$ cat config.mk
export PLATFORM = sky130hd
export DESIGN_NAME = bram_delay_ctrl_flat
export DESIGN_NICKNAME = d
export VERILOG_FILES = /design/src/rtl/bram_delay_ctrl_if.sv /design/src/rtl/bram_delay_ctrl.sv /design/src/flat_wrapper.sv
export SDC_FILE = /design/constraint.sdc
export NUM_CORES = 1
export LEC_CHECK = 0
export CAP_MARGIN = 20
export CORE_ASPECT_RATIO = 2
export CORE_MARGIN = 3
export CORE_UTILIZATION = 47
export DETAILED_ROUTE_END_ITERATION = 8
export GPL_TIMING_DRIVEN = 0
export PLACE_DENSITY = 0.79
export SLEW_MARGIN = 25
export SYNTH_ARGS = -nofsm -noshare
export SYNTH_HDL_FRONTEND = slang
export SYNTH_SLANG_ARGS = --single-unit
$ cat constraint.sdc
create_clock -name clock -period 2 [get_ports clock]
set_clock_uncertainty 0.1 [all_clocks]
set_input_delay 0.3 -clock clock [delete_from_list [all_inputs] [get_ports clock]]
set_output_delay 0.3 -clock clock [all_outputs]
set_load 0.005 [all_outputs]
$ cat src/rtl/bram_delay_ctrl_if.sv
// Stream, config and DPRAM control bundle for bram_delay_ctrl.
// Optional out_count exists when BRAM_DELAY_CTRL_STATUS_EN is defined.
interface bram_delay_ctrl_if #(
    parameter int DATA_W = 4,
    parameter int ADDR_W = 3
);
    logic              start;
    logic              stop;
    logic              cfg_load;
    logic [ADDR_W-1:0] cfg_delay;
    logic              cfg_err;
    logic              in_valid;
    logic [DATA_W-1:0] in_data;
    logic              out_valid;
    logic [DATA_W-1:0] out_data;
    logic              busy;
    logic [DATA_W-1:0] ram_data;
    logic [ADDR_W-1:0] ram_wraddress;
    logic              ram_wren;
    logic [ADDR_W-1:0] ram_rdaddress;
    logic              ram_rden;
    logic [DATA_W-1:0] ram_q;
`ifdef BRAM_DELAY_CTRL_STATUS_EN
    logic [15:0]       out_count;
`endif

    modport master (
        output start, stop, cfg_load, cfg_delay, in_valid, in_data, ram_q,
        input  cfg_err, out_valid, out_data, busy,
        input  ram_data, ram_wraddress, ram_wren, ram_rdaddress, ram_rden
`ifdef BRAM_DELAY_CTRL_STATUS_EN
        , input out_count
`endif
    );

    modport slave (
        input  start, stop, cfg_load, cfg_delay, in_valid, in_data, ram_q,
        output cfg_err, out_valid, out_data, busy,
        output ram_data, ram_wraddress, ram_wren, ram_rdaddress, ram_rden
`ifdef BRAM_DELAY_CTRL_STATUS_EN
        , output out_count
`endif
    );
endinterface

$ cat src/rtl/bram_delay_ctrl.sv
// Circular-buffer delay line sequencer driving a dual-port RAM.
// Define BRAM_DELAY_CTRL_STATUS_EN to add the saturating out_count port.
//
//   state  | meaning
//   S_IDLE | stopped, samples ignored, config accepted
//   S_FILL | writing first delay_q samples, no reads yet
//   S_RUN  | each sample written and the one delay_q earlier read back
module bram_delay_ctrl #(
    parameter int DATA_W = 4,
    parameter int ADDR_W = 3,
    parameter int RD_LAT = 1
) (
    input  logic              clock,
    input  logic              rst,
    bram_delay_ctrl_if.slave  bus
);
    typedef enum logic [1:0] {S_IDLE, S_FILL, S_RUN} state_t;

    state_t            state_q, state_d;
    logic [ADDR_W-1:0] delay_q, delay_d;
    logic [ADDR_W-1:0] wr_ptr_q, wr_ptr_d;
    logic [ADDR_W-1:0] fill_cnt_q, fill_cnt_d;
    logic              cfg_err_q, cfg_err_d;
    logic              busy_q, busy_d;
    logic [DATA_W-1:0] ram_data_q, ram_data_d;
    logic [ADDR_W-1:0] ram_wraddress_q, ram_wraddress_d;
    logic [ADDR_W-1:0] ram_rdaddress_q, ram_rdaddress_d;
    logic              ram_wren_q, ram_wren_d;
    logic              ram_rden_q, ram_rden_d;
    logic [RD_LAT-1:0] rd_pipe_q, rd_pipe_d;

    always_comb begin
        state_d         = state_q;
        delay_d         = delay_q;
        wr_ptr_d        = wr_ptr_q;
        fill_cnt_d      = fill_cnt_q;
        cfg_err_d       = 1'b0;
        ram_data_d      = ram_data_q;
        ram_wraddress_d = ram_wraddress_q;
        ram_rdaddress_d = ram_rdaddress_q;
        ram_wren_d      = 1'b0;
        ram_rden_d      = 1'b0;
        case (state_q)
            S_IDLE: begin
                // Config lands before the start check so both can share a cycle.
                if (bus.cfg_load) begin
                    if (bus.cfg_delay == '0) begin
                        delay_d   = ADDR_W'(1);
                        cfg_err_d = 1'b1;
                    end else begin
                        delay_d = bus.cfg_delay;
                    end
                end
                if (bus.start) begin
                    state_d    = S_FILL;
                    wr_ptr_d   = '0;
                    fill_cnt_d = '0;
                end
            end
            S_FILL, S_RUN: begin
                cfg_err_d = bus.cfg_load;
                if (bus.stop) begin
                    state_d    = S_IDLE;
                    wr_ptr_d   = '0;
                    fill_cnt_d = '0;
                end else if (bus.in_valid) begin
                    ram_wren_d      = 1'b1;
                    ram_wraddress_d = wr_ptr_q;
                    ram_data_d      = bus.in_data;
                    wr_ptr_d        = wr_ptr_q + ADDR_W'(1);
                    if (state_q == S_RUN) begin
                        ram_rden_d      = 1'b1;
                        ram_rdaddress_d = wr_ptr_q - delay_q;
                    end else begin
                        fill_cnt_d = fill_cnt_q + ADDR_W'(1);
                        if (fill_cnt_q == delay_q - ADDR_W'(1))
                            state_d = S_RUN;
                    end
                end
            end
            default: state_d = S_IDLE;
        endcase
        busy_d = (state_d != S_IDLE);
        // Read strobe ages alongside the RAM's own read latency.
        rd_pipe_d[0] = ram_rden_q;
        for (int i = 1; i < RD_LAT; i++)
            rd_pipe_d[i] = rd_pipe_q[i-1];
    end

    always_ff @(posedge clock or negedge rst) begin
        if (!rst) begin
            state_q         <= S_IDLE;
            delay_q         <= ADDR_W'(1);
            wr_ptr_q        <= '0;
            fill_cnt_q      <= '0;
            cfg_err_q       <= 1'b0;
            busy_q          <= 1'b0;
            ram_data_q      <= '0;
            ram_wraddress_q <= '0;
            ram_rdaddress_q <= '0;
            ram_wren_q      <= 1'b0;
            ram_rden_q      <= 1'b0;
            rd_pipe_q       <= '0;
        end else begin
            state_q         <= state_d;
            delay_q         <= delay_d;
            wr_ptr_q        <= wr_ptr_d;
            fill_cnt_q      <= fill_cnt_d;
            cfg_err_q       <= cfg_err_d;
            busy_q          <= busy_d;
            ram_data_q      <= ram_data_d;
            ram_wraddress_q <= ram_wraddress_d;
            ram_rdaddress_q <= ram_rdaddress_d;
            ram_wren_q      <= ram_wren_d;
            ram_rden_q      <= ram_rden_d;
            rd_pipe_q       <= rd_pipe_d;
        end
    end

    logic out_valid;
    assign out_valid = rd_pipe_q[RD_LAT-1];

    assign bus.out_valid     = out_valid;
    assign bus.out_data      = out_valid ? bus.ram_q : '0;
    assign bus.cfg_err       = cfg_err_q;
    assign bus.busy          = busy_q;
    assign bus.ram_data      = ram_data_q;
    assign bus.ram_wraddress = ram_wraddress_q;
    assign bus.ram_rdaddress = ram_rdaddress_q;
    assign bus.ram_wren      = ram_wren_q;
    assign bus.ram_rden      = ram_rden_q;

`ifdef BRAM_DELAY_CTRL_STATUS_EN
    logic [15:0] count_q, count_d;

    always_comb begin
        count_d = count_q;
        if (state_q == S_IDLE && bus.start)
            count_d = '0;
        else if (out_valid && count_q != 16'hFFFF)
            count_d = count_q + 16'd1;
    end

    always_ff @(posedge clock or negedge rst) begin
        if (!rst) count_q <= '0;
        else      count_q <= count_d;
    end

    assign bus.out_count = count_q;
`endif
endmodule

$ cat src/flat_wrapper.sv
// flat-port wrapper written by rule: the top's interface ports become plain ports
module bram_delay_ctrl_flat 
#(
    parameter int DATA_W = 4,
    parameter int ADDR_W = 3,
    parameter int RD_LAT = 1
)
  (clock, rst, bus_start, bus_stop, bus_cfg_load, bus_cfg_delay, bus_in_valid, bus_in_data, bus_ram_q, bus_cfg_err, bus_out_valid, bus_out_data, bus_busy, bus_ram_data, bus_ram_wraddress, bus_ram_wren, bus_ram_rdaddress, bus_ram_rden);
  bram_delay_ctrl_if #(.DATA_W(DATA_W), .ADDR_W(ADDR_W)) bus_i ();
  input  logic clock;
  input  logic rst;
  input wire logic [$bits(bus_i.start)-1:0] bus_start;
  input wire logic [$bits(bus_i.stop)-1:0] bus_stop;
  input wire logic [$bits(bus_i.cfg_load)-1:0] bus_cfg_load;
  input wire logic [$bits(bus_i.cfg_delay)-1:0] bus_cfg_delay;
  input wire logic [$bits(bus_i.in_valid)-1:0] bus_in_valid;
  input wire logic [$bits(bus_i.in_data)-1:0] bus_in_data;
  input wire logic [$bits(bus_i.ram_q)-1:0] bus_ram_q;
  output wire logic [$bits(bus_i.cfg_err)-1:0] bus_cfg_err;
  output wire logic [$bits(bus_i.out_valid)-1:0] bus_out_valid;
  output wire logic [$bits(bus_i.out_data)-1:0] bus_out_data;
  output wire logic [$bits(bus_i.busy)-1:0] bus_busy;
  output wire logic [$bits(bus_i.ram_data)-1:0] bus_ram_data;
  output wire logic [$bits(bus_i.ram_wraddress)-1:0] bus_ram_wraddress;
  output wire logic [$bits(bus_i.ram_wren)-1:0] bus_ram_wren;
  output wire logic [$bits(bus_i.ram_rdaddress)-1:0] bus_ram_rdaddress;
  output wire logic [$bits(bus_i.ram_rden)-1:0] bus_ram_rden;
  assign bus_i.start = bus_start;
  assign bus_i.stop = bus_stop;
  assign bus_i.cfg_load = bus_cfg_load;
  assign bus_i.cfg_delay = bus_cfg_delay;
  assign bus_i.in_valid = bus_in_valid;
  assign bus_i.in_data = bus_in_data;
  assign bus_i.ram_q = bus_ram_q;
  assign bus_cfg_err = bus_i.cfg_err;
  assign bus_out_valid = bus_i.out_valid;
  assign bus_out_data = bus_i.out_data;
  assign bus_busy = bus_i.busy;
  assign bus_ram_data = bus_i.ram_data;
  assign bus_ram_wraddress = bus_i.ram_wraddress;
  assign bus_ram_wren = bus_i.ram_wren;
  assign bus_ram_rdaddress = bus_i.ram_rdaddress;
  assign bus_ram_rden = bus_i.ram_rden;
  bram_delay_ctrl #(.DATA_W(DATA_W), .ADDR_W(ADDR_W), .RD_LAT(RD_LAT)) u_core (.clock(clock), .rst(rst), .bus(bus_i));
endmodule
Word level (Yosys, flattened, before mapping):

Cells that the tools add are included.

* flip-flop bits (word level): 26
* bits in latches: 0
* bits in writable memories: 0
* ROM bits: 0
* bits of input ports: 17
* output and inout port bits: 19
* word-level logic and storage cells: 59
* memories: 0

* add/subtract/negate cells: 4
* multiply operators: 0
* div/mod/pow operators: 0
* $lt $le $gt $ge: 0
* equality and inequality tests: 6
* shifts and indexed selects: 0
* mux-type cells: 26
* bitwise logic cells: 1
* reductions and logical operators: 10

Operators by type and width (count)
* $mux 3: 7
* $pmux 3 s2: 2
* $mux 2: 5
* $mux 1: 9
* $reduce_and 4->1: 2
* $add 3x1->3 const B: 2
* $ne 3x3->1 const B: 2
* $reduce_and 3->1: 2
* $mux 4: 1
* $pmux 2 s2: 1
* $reduce_bool 2->1: 2
* $eq 3x3->1: 1
* $logic_not 3->1: 1
* $sub 3x1->3 const B: 1
* $sub 3x3->3: 1
* $eq 2x1->1 const B: 1
* $eq 2x2->1 const B: 1
* $logic_not 2->1: 1
* $ne 2x2->1 const B: 1
* $pmux 1 s2: 1
* $reduce_and 2->1: 1
* $reduce_or 2->1: 1
* $not 1->1: 1

Logic depth before layout (Yosys ltp):

* word-level depth: 8
* gate-level depth with buffers: 6
* gate-level depth less buffers: 6

Least setup slack after synthesis:

Ideal clock, no wire load.

* path kind: register to register
* from: register u_core.state_q[0]
* to: register u_core.wr_ptr_q[2]
* setup time: 0.122 ns
* arrival time: 1.525 ns
* data required time: 1.778 ns
* path slack: 0.254 ns
* cell stages (with the launch flop): 6
* path buffers: 0
* period minus slack after synthesis: 1.746 ns
* cells stage by stage: dfrtp_1 -> inv_1 -> ha_1 -> nor3b_1 -> nor3_2 -> a32o_1

* cells in the longest elaborated chain, start to end: 4
* elaborated cells between the ends (all ways): 9
* those cells by class: 4 x eq/ne; 1 x mux; 4 x reduce/logical

RTL lines
* start: declaration: RTL line bram_delay_ctrl.sv:19 `state_t state_q, state_d;`
* start signal: assignment: RTL line bram_delay_ctrl.sv:105 `state_q <= state_d;`
* $eq 2x1->1 / $eq 2x2->1 (equally long branches): RTL line bram_delay_ctrl.sv:43 `case (state_q)`
* $reduce_or 2->1: RTL line bram_delay_ctrl.sv:43
* $ne 3x3->1 (no line) / $reduce_bool 2->1 (equally long branches)
* $reduce_and 3->1 (no line)
* end signal: assignment: RTL line bram_delay_ctrl.sv:107 `wr_ptr_q <= wr_ptr_d;`
* end: declaration: RTL line bram_delay_ctrl.sv:21 `logic [ADDR_W-1:0] wr_ptr_q, wr_ptr_d;`

Parallel ways exist; a longest one is shown, timed or not.
A chain may end at the register's enable or synchronous reset.

Worst setup path in the final report:

* from: register u_core.state_q[0]
* to: register u_core.fill_cnt_q[2]

* cells in the longest elaborated chain, start to end: 4
* elaborated cells between the ends (all ways): 10
* those cells by class: 5 x eq/ne; 1 x mux; 4 x reduce/logical

RTL lines
* $eq 2x1->1 / $eq 2x2->1 (equally long branches): RTL line bram_delay_ctrl.sv:43, bram_delay_ctrl.sv:71
* $reduce_or 2->1: RTL line bram_delay_ctrl.sv:43
* $ne 3x3->1 (no line) / $reduce_bool 2->1 (equally long branches)
* $reduce_and 4->1 (no line)
* end signal: assignment: RTL line bram_delay_ctrl.sv:108 `fill_cnt_q <= fill_cnt_d;`
* end: declaration: RTL line bram_delay_ctrl.sv:22 `logic [ADDR_W-1:0] fill_cnt_q, fill_cnt_d;`

Parallel ways exist; a longest one is shown, timed or not.

==> flow_metrics.env <==
export IMPL_cts_sinks=26
export IMPL_p_leak_nw=0.784
export IMPL_placed_cells_incl_taps=175
export IMPL_rr_worst_depth=6
export IMPL_crit_path_start_kind="flop"
export IMPL_post_synth_top_area_fraction_pct=49.0
export IMPL_finalHoldWorstSlack_ns=0.301
export IMPL_post_synth_most_frequent_cells="sky130_fd_sc_hd__dfrtp_1 (25), sky130_fd_sc_hd__o21ai_0 (14), sky130_fd_sc_hd__inv_1 (10), sky130_fd_sc_hd__nand2_1 (10), sky130_fd_sc_hd__ha_1 (8)"
export IMPL_maxSlewHeadroom_pct=62.0
export IMPL_ant_nets=0
export IMPL_p_per_area_nw_per_um2=1240
export IMPL_timing_critical_path_fanout_max=4
export IMPL_synth_most_common_cell="sky130_fd_sc_hd__dfrtp_1"
export IMPL_synth_cell_area_um2=1280
export IMPL_maxUsedRoutingLayer="met4"
export IMPL_cp_top_family="compound AO/OA/AOI/OAI gates"
export IMPL_min_delay_path_class="flop to flop"
export IMPL_maxCapViolCount=0
export IMPL_grt_pass1_vias=997
export IMPL_timing_critical_path_buf_inv=1
export IMPL_first_pass_iters=2
export IMPL_globalRouteTotalUtil_pct=18.2
export IMPL_place_gp_congestion=0.880
export IMPL_drt_initial_drc_count=18
export IMPL_wirelength_um=2760
export IMPL_routed_via_count=966
export IMPL_antenna_found_initial=0
export IMPL_design_area_um2=1760
export IMPL_synth_area_leaders="sky130_fd_sc_hd__dfrtp_1 (49%), sky130_fd_sc_hd__ha_1 (7.8%), sky130_fd_sc_hd__mux2_2 (6.2%), sky130_fd_sc_hd__o21ai_0 (5.5%), sky130_fd_sc_hd__inv_1 (2.9%)"
export IMPL_setup_tns_final_ns=0
export IMPL_cts_tree="done"
export IMPL_run_status="complete, no violations"
export IMPL_metal3_wl_um=152
export IMPL_cts_buffers=3
export IMPL_route_detailed_vias_per_inst=5.34
export IMPL_m1WireLength_um=986
export IMPL_fin_util_pct=68.4
export IMPL_io_pins=36
export IMPL_setup_viol=0
export IMPL_synth_edff_count=0
export IMPL_timing_final_crit_period_ns=1.85
export IMPL_timing_worst_slew_pin_value_ns=0.570
export IMPL_crit_arrival_ns=1.92
export IMPL_finalHoldViolations=0
export IMPL_final_net_count=180
export IMPL_final_cell_count_no_fill=181
export IMPL_std_cell_rows=26
export IMPL_crit_path_cell_trace="inv_1 > ha_4 > nor3b_2 > a2111oi_4 > o21ai_0 > o2bb2ai_1"
export IMPL_drv_slew=0
export IMPL_route_detailed_wl_per_inst_um=15.2
export IMPL_placeable_area_um2=2570
export IMPL_root_buffer="sky130_fd_sc_hd__clkbuf_8"
export IMPL_start_util_pct=49.7
export IMPL_postSynth_asyncResetShare_pct=100
export IMPL_yosys_cell_types_count=29
export IMPL_clk_pin_slew_ns=0.09
export IMPL_vdd_ir_drop_worst_v=0.000727
export IMPL_synthesis_nets=138
export IMPL_grt_ovfl_total=0
export IMPL_seq_area_frac_synth_pct=51.0
export IMPL_crit_cells=6
export IMPL_worstPathRequired_ns=2.06
export IMPL_global_route_wire_length_before_repair_um=4690
export IMPL_grt_setup_unrepaired="no"
export IMPL_placed_wire_length_estimate_after_detailed_placement_um=2190
export IMPL_die_width_um=42.9
export IMPL_yosys_register_bits=26
export IMPL_critical_path_endpoint_type="flop"
export IMPL_layout_worst_path_cycle_share_pct=92.7
export IMPL_synthToLayoutAreaGrowth_pct=37.6
export IMPL_placed_cell_area_um2=1660
export IMPL_predominant_post_synthesis_flop_cell="sky130_fd_sc_hd__dfrtp_1"
export IMPL_clock_fmax_ghz=0.540
export IMPL_antennaDiodeCount=0
export IMPL_holdPathStages=0
export IMPL_crit_path_max_incr_delay_ns=0.42
export IMPL_syn_avg_cell_area_um2=11.4
export IMPL_port_buffers=35
export IMPL_post_route_cells_drive_above_1_share_pct=13.7
export IMPL_cts_max_path_buffers=2
export IMPL_met2RoutedLength_um=1590
export IMPL_grt_max_degree=27
export IMPL_timing_setup_critical_path_class="flop to flop"
export IMPL_insertion_delay_ns=0.27
export IMPL_syn_inst=112
export IMPL_clock_tree_htree_level_count=1
export IMPL_crit_slowest_cell="sky130_fd_sc_hd__dfrtp_1"
export IMPL_die_y_um=79.7
export IMPL_drc=0
export IMPL_die_area_um2=3420
export IMPL_yosysWarnings=0
export IMPL_synth_top_area_cell="sky130_fd_sc_hd__dfrtp_1"
==> metal layers <==
layer	global-route usage, %	vias to the layer above
met5	0	-
met4	5.61	0
met3	3.61	4
met2	33.9	28
met1	19.9	467
li1	-	467
==> flip-flops by register name, summed over array words and instances, names as in the netlist <==
| name | cells |
|---|---|
| u_core.bus.ram_data | 4 |
| u_core.delay_q | 3 |
| u_core.bus.ram_wren | 1 |
| u_core.bus.ram_wraddress | 3 |
| u_core.wr_ptr_q | 3 |
| u_core.bus.ram_rden | 1 |
| u_core.bus.ram_rdaddress | 3 |
| u_core.bus.cfg_err | 1 |
| u_core.fill_cnt_q | 3 |
| u_core.bus.busy | 1 |
| u_core.bus.out_valid | 1 |
| u_core.state_q | 2 |
==> path summary, 6_finish.rpt <==
check	end	start	slack, ns
max in group asynchronous	u_core.delay_q[0]	rst	0.97
worst max-delay path	u_core.fill_cnt_q[2]	u_core.state_q[0]	0.15
worst min register to register	u_core.bus.out_valid	u_core.bus.ram_rden	0.30
min in group asynchronous	u_core.bus.ram_data[2]	rst	0.45
worst max register to register	u_core.fill_cnt_q[2]	u_core.state_q[0]	0.15
worst min-delay path	u_core.bus.out_valid	u_core.bus.ram_rden	0.30
==> layout by cell type (no fill, tap or decap), drive strengths merged <==
cell / netlist / final
ha: 8 / 8
xnor2: 3 / 3
dfstp: 1 / 1
and2: 4 / 4
a21oi: 3 / 3
nor4: 1 / 1
clkbuf: 1 / 5
nor2b: 3 / 3
a31oi: 2 / 2
nand2b: 2 / 2
mux2i: 1 / 1
nand3: 4 / 4
and3: 1 / 1
a32o: 1 / 1
a2111oi: 1 / 1
or3: 1 / 1
fa: 1 / 1
nor3b: 2 / 2
dlygate4sd3: 0 / 1
nor3: 2 / 2
inv: 10 / 10
o21ai: 14 / 14
xor2: 1 / 1
buf: 0 / 2
nand2: 10 / 10
dfrtp: 25 / 25
o2bb2ai: 1 / 1
xor3: 1 / 1
clkdlybuf4s50: 0 / 34
mux2: 7 / 7
nor2: 1 / 1
==> metrics by stage <==
stage                     power, W  setup WS [ns]
after floorplan            0.00139          0.254
after global placement     0.00174         0.0909
after detailed placement   0.00178         0.0622
after CTS                  0.00213         0.0356
after global routing       0.00235         0.0131
final                      0.00218          0.147
==> cell type report <==
cell class / instances / area [um^2]
Timing Repair Buffer: 37 / 363
Clock buffer: 4 / 55.1
Buffer: 1 / 5.00
Fill cell: 216 / 812
Sequential cell: 26 / 652
Inverter: 10 / 37.5
Multi-Input combinational cell: 75 / 611
Tap cell: 28 / 35.0
==> kinds of logic (layout without fill, tap and decap cells) <==
| family | after synthesis | after routing | share of synthesized area, % |
|---|---|---|---|
| xor gates and xnor gates | 5 | 5 | 4.60 |
| AOI/OAI and AO/OA | 22 | 22 | 11.3 |
| DFF | 26 | 26 | 51.0 |
| buffers and inverters | 11 | 52 | 3.23 |
| and+or+nand+nor | 31 | 31 | 13.5 |
| muxes | 8 | 8 | 6.95 |
| adders and majority gates | 9 | 9 | 9.40 |
==> timing repair <==
action                     4_1_cts  5_1_grt
setup buffers                    0        1
hold buffers                     1        0
setup endpoints to repair        0       10
hold endpoints to repair        25        0
resized for setup                0        6
==> where the power goes <==
part           leakage [nW]  switching [W]  internal, W
Clock                0.0288       0.000162     0.000176
Combinational         0.418       0.000447     0.000569
Sequential            0.337       0.000119     0.000706
Total                 0.784       0.000728      0.00145
No activity file was read; power rests on OpenSTA's default activity.
